--- src/rtl/multi_sel_arb.sv ---
// Shared shift-add multiplier: one arbitrated operand per job, emitting d*1, d*3, d*7, d*8 on 4 cycles; next job may issue in the x8 cycle.
// Results have no backpressure, requesters wait on req_ready; round-robin when MULTI_SEL_ARB_RR_EN is defined, else fixed priority.
module multi_sel_arb #(
   parameter int NREQ = 4,
   parameter int DW   = 8,
   parameter int IDW  = 2
) (
   input  logic                 clk,
   input  logic                 rst,
   input  logic [NREQ-1:0]      req_valid,
   input  logic [NREQ*DW-1:0]   req_data,
   output logic [NREQ-1:0]      req_ready,
   output logic                 res_valid,
   output logic [IDW-1:0]       res_id,
   output logic [1:0]           res_phase,
   output logic [DW+2:0]        res_data,
   output logic                 busy
);
   localparam int OW = DW + 3;

   typedef enum logic {IDLE = 1'b0, RUN = 1'b1} state_t;

   state_t         state, state_nxt;
   logic [1:0]     cnt;
   logic [DW-1:0]  d_reg;
   logic           accept, hs;
   logic           lo_any;
   logic [IDW-1:0] lo_id, win_id;
   logic [DW-1:0]  win_data;
   logic [OW-1:0]  dx, x3, x7, x8;

   always_comb begin
      lo_any = 1'b0;
      lo_id  = '0;
      for (int i = NREQ-1; i >= 0; i--) begin
         if (req_valid[i]) begin
            lo_any = 1'b1;
            lo_id  = IDW'(i);
         end
      end
   end

`ifdef MULTI_SEL_ARB_RR_EN
   logic           hi_any;
   logic [IDW-1:0] hi_id, last;

   // Prefer the lowest valid index above the last winner, else wrap to the lowest overall.
   always_comb begin
      hi_any = 1'b0;
      hi_id  = '0;
      for (int i = NREQ-1; i >= 0; i--) begin
         if (req_valid[i] && (IDW'(i) > last)) begin
            hi_any = 1'b1;
            hi_id  = IDW'(i);
         end
      end
   end

   assign win_id = hi_any ? hi_id : lo_id;

   always_ff @(posedge clk or posedge rst) begin
      if (rst) begin
         last <= IDW'(NREQ-1);
      end else if (hs) begin
         last <= win_id;
      end
   end
`else
   assign win_id = lo_id;
`endif

   always_comb begin
      win_data = '0;
      for (int i = 0; i < NREQ; i++) begin
         if (win_id == IDW'(i)) win_data = req_data[i*DW +: DW];
      end
   end

   assign dx = {3'b000, d_reg};
   assign x3 = (dx << 1) + dx;
   assign x7 = (dx << 3) - dx;
   assign x8 = dx << 3;
   assign hs = |req_ready;

   always_ff @(posedge clk or posedge rst) begin
      if (rst) state <= IDLE;
      else     state <= state_nxt;
   end

   always_comb begin
      state_nxt = state;
      case (state)
         IDLE:    if (hs) state_nxt = RUN;
         RUN:     if ((cnt == 2'd3) && !hs) state_nxt = IDLE;
         default: state_nxt = IDLE;
      endcase
   end

   always_comb begin
      accept    = (state == IDLE) || (cnt == 2'd3);
      busy      = res_valid;
      req_ready = '0;
      for (int i = 0; i < NREQ; i++) begin
         req_ready[i] = !rst && accept && lo_any && (win_id == IDW'(i));
      end
   end

   always_ff @(posedge clk or posedge rst) begin
      if (rst) begin
         cnt       <= 2'd0;
         d_reg     <= '0;
         res_valid <= 1'b0;
         res_id    <= '0;
         res_phase <= 2'd0;
         res_data  <= '0;
      end else if (hs) begin
         cnt       <= 2'd0;
         d_reg     <= win_data;
         res_valid <= 1'b1;
         res_id    <= win_id;
         res_phase <= 2'd0;
         res_data  <= {3'b000, win_data};
      end else if (state == RUN) begin
         if (cnt != 2'd3) begin
            cnt       <= cnt + 2'd1;
            res_phase <= cnt + 2'd1;
            case (cnt)
               2'd0:    res_data <= x3;
               2'd1:    res_data <= x7;
               default: res_data <= x8;
            endcase
         end else begin
            res_valid <= 1'b0;
            res_data  <= '0;
         end
      end
   end
endmodule

--- config.mk ---
export PLATFORM = sky130hd
export DESIGN_NAME = multi_sel_arb
export DESIGN_NICKNAME = d
export VERILOG_FILES = /design/src/rtl/multi_sel_arb.sv
export SDC_FILE = /design/constraint.sdc
export NUM_CORES = 1
export LEC_CHECK = 0
export BUFFER_PORTS_ARGS = -buffer_cell sky130_fd_sc_hd__buf_2
export CORE_ASPECT_RATIO = 1.1
export CORE_MARGIN = 3
export CORE_UTILIZATION = 45
export CTS_CLUSTER_DIAMETER = 100
export DETAILED_ROUTE_END_ITERATION = 12
export PLACE_DENSITY = 0.74
export SYNTH_ARGS = -nofsm -noshare
export SYNTH_HDL_FRONTEND = slang
export SYNTH_SLANG_ARGS = --single-unit
--- constraint.sdc ---
create_clock -name clk -period 2.1 [get_ports clk]
set_input_delay 0.105 -clock clk [delete_from_list [all_inputs] [get_ports clk]]
set_output_delay 0.105 -clock clk [all_outputs]
set_load 0.02 [all_outputs]
==> impl_metrics.toml <==
[floorplanning]
design.die.area_um2 = 5600
pin_count = 59
core_area_um2 = 4440
die_h_um = 78.2
die_w_um = 71.7
row_count = 25
initial_core_util_pct = 48.0

[route]
drc_errors = 0
via_per_inst = 5.80
via_count = 2261
wire_per_inst_um = 15.6
drt_pass1_iterations = 5
ant_nets = 0
drt_iter0_drc = 213
drt-total-wl_um = 6080

[sta]
finalHoldViolations = 0
min_period_ps = 2050
worst_pin_slew_ps = 468
relSlewSlack_pct = 68.7
slew_viol_final = 0
hold-worst-slack_ps = 223
setup_slack_ps = 51.5
fmax_mhz = 488
skew_ps = 2.35
tns_ps = 0
period_share_pct = 97.5
setup_viol = 0

[critical_path]
end_kind = "register"
start_kind = "register"
slowest_stage = "dfrtp_2"
cp_slowest_stage_delay_ps = 460
criticalPathCategory = "register to register"
reg2reg_slack_ps = 50
path_cells = "ha_4 -> a21o_1 -> a22o_1 -> or3_4 -> a21oi_2 -> xnor2_1 -> o221ai_1"
crit_family = "compound AO/OA/AOI/OAI gates"
arrival_ps = 2190
cp_num_buf_inv = 0
critPathMaxFanout = 4
cp.required_ps = 2240

[placement]
io_buffers = 58
pre_cts_slack_ps = -19.6
post-dp-hpwl_um = 4740
gp_congestion = 0.875
post_dp_cell_area_um2 = 2610
dp_cells = 384

[global_routing]
grt_usage_pct = 22.4
grt_pass1_wl_um = 10200
grt_antenna_before_repair = 0
grt_max_degree = 26
grt_overflow = 0
grt_pass1_vias = 2193

[cts]
clk_pin_slew_ps = 80
numCtsBuffers = 3
clock_latency_ps = 270
clockRootBuffer = "clkbuf_8"
cts_num_sinks = 25
cts_buffer_depth = 2
cts_tree = "built"
htreeDepth = 1

[power_and_ir_drop]
total_power_mw = 4.63
cellLeakagePower_nw = 1.37
max-vdd-ir-drop_mv = 0.656
power.density_nw_per_um2 = 1690

[layout]
drive_above_1_share_pct = 30.7
nFillCells = 384
nets = 396
largest_reg_flops = 11
antenna_cells = 0
stdcell_area_um2 = 2740
post-route-util_pct = 61.7
stdcell_count = 390
syn2layout_area_growth_pct = 28.5

[hold_path]
min_path_type = "input port to register"

[synthesis]
synth_edf_count = 0
syn_area_um2 = 2130
seq_area_frac_synth_pct = 29.3
ys_warn_count = 0
synthArstFlopShare_pct = 100
avgSynthCellArea_um2 = 8.27
syn-num-nets = 317
synth_flop_cell = "dfrtp_1"
synth_cell_types = 45
synth_cells = 258
synth-seq-cells = 25

[flow_run]
cap_violations = 0

[outcome]
outcome = "completed"
## kinds of logic (layout without fill, tap and decap cells)
kind of cell    Yosys count  after routing  share of synthesized area [%]
flops                    25             25                           29.3
fa+ha+maj                21             21                           12.7
compound gates           93             93                           29.0
simple gates             80             80                           17.8
mux                       3              3                           1.41
xor+xnor                 11             11                           4.52
buf+inv                  25            103                           5.34
## final cells by class
| cell class | instances | area, um2 | share of cell area, % |
|---|---|---|---|
| multi-input combinational | 208 | 1450 | 53.0 |
| sequential | 25 | 631 | 23.0 |
| clock buffer | 4 | 45.0 | 1.64 |
| inverter | 16 | 60.1 | 2.19 |
| timing repair buffer | 83 | 484 | 17.7 |
| tap | 54 | 67.6 | 2.46 |
## layer usage
metal / vias up / share of wire, % / GRT usage, %
met5: - / 0 / 0
li1: 1089 / - / -
met4: 0 / 3.4 / 6.58
met2: 106 / 49 / 39.9
met3: 15 / 7.5 / 2.43
met1: 1051 / 40 / 28.0
## timing repair
| item | CTS | global route |
|---|---|---|
| setup buffers | 0 | 1 |
| hold endpoints to repair | 25 | 0 |
| hold buffers | 1 | 0 |
| gates resized for setup | 2 | 16 |
| endpoints found under the setup margin | 2 | 5 |
| pin swaps | 0 | 4 |
| gates cloned | 0 | 0 |
## cells in the final DEF, fill, tap and decap left out, types with 4 or more instances in the layout
| cell | netlist | final |
|---|---|---|
| nand2_1 | 29 | 29 |
| dfrtp_1 | 25 | 21 |
| buf_2 | 1 | 58 |
| buf_4 | 3 | 23 |
| o22ai_1 | 5 | 5 |
| a21oi_1 | 21 | 19 |
| nor2_1 | 18 | 18 |
| o21ai_0 | 19 | 16 |
| a31oi_1 | 4 | 4 |
| ha_1 | 20 | 17 |
| inv_1 | 16 | 14 |
| nand2b_1 | 10 | 10 |
| dfrtp_2 | 0 | 4 |
| a22o_1 | 5 | 5 |
| nor3_1 | 5 | 5 |
| a221oi_1 | 4 | 4 |
| xnor2_1 | 9 | 9 |
| a21o_1 | 12 | 12 |
## power breakdown
group | switching [mW] | internal (mW) | leakage [nW] | total (mW)
clock network | 0.152 | 0.136 | 0.0228 | 0.288
logic | 1.81 | 1.59 | 1.04 | 3.40
registers | 0.220 | 0.721 | 0.306 | 0.941
## final timing paths
path                               end          from  cells past startpoint
max                        res_data[8]      d_reg[3]                      7
min                          res_id[0]  req_valid[0]                      2
max reg2reg                res_data[8]      d_reg[3]                      7
min reg2reg                  res_id[0]     res_id[0]                      2
max in group asynchronous     d_reg[3]           rst                      4
min in group asynchronous    res_id[1]           rst                      4
## cells in the mapped netlist, types with 2 or more instances
library cell  number  area, um2
nand2_1           29        109
dfrtp_1           25        626
a21oi_1           21        105
ha_1              20        250
o21ai_0           19       95.1
nor2_1            18       67.6
inv_1             16       60.1
a21o_1            12       90.1
nand2b_1          10       62.6
xnor2_1            9       78.8
a22o_1             5       43.8
nor3_1             5       25.0
o22ai_1            5       31.3
a221oi_1           4       35.0
a31oi_1            4       25.0
clkbuf_1           4       15.0
and3_1             3       18.8
buf_4              3       22.5
mux2i_1            3       30.0
nand3_1            3       15.0
nor2b_1            3       18.8
o21a_1             3       22.5
o221ai_1           3       26.3
o31ai_1            3       22.5
a211o_1            2       17.5
a211oi_1           2       15.0
a222oi_1           2       20.0
a2bb2oi_1          2       17.5
and2b_1            2       15.0
o211ai_1           2       15.0
xor2_1             2       17.5
Note: power is estimated with default switching activity, not from simulation.
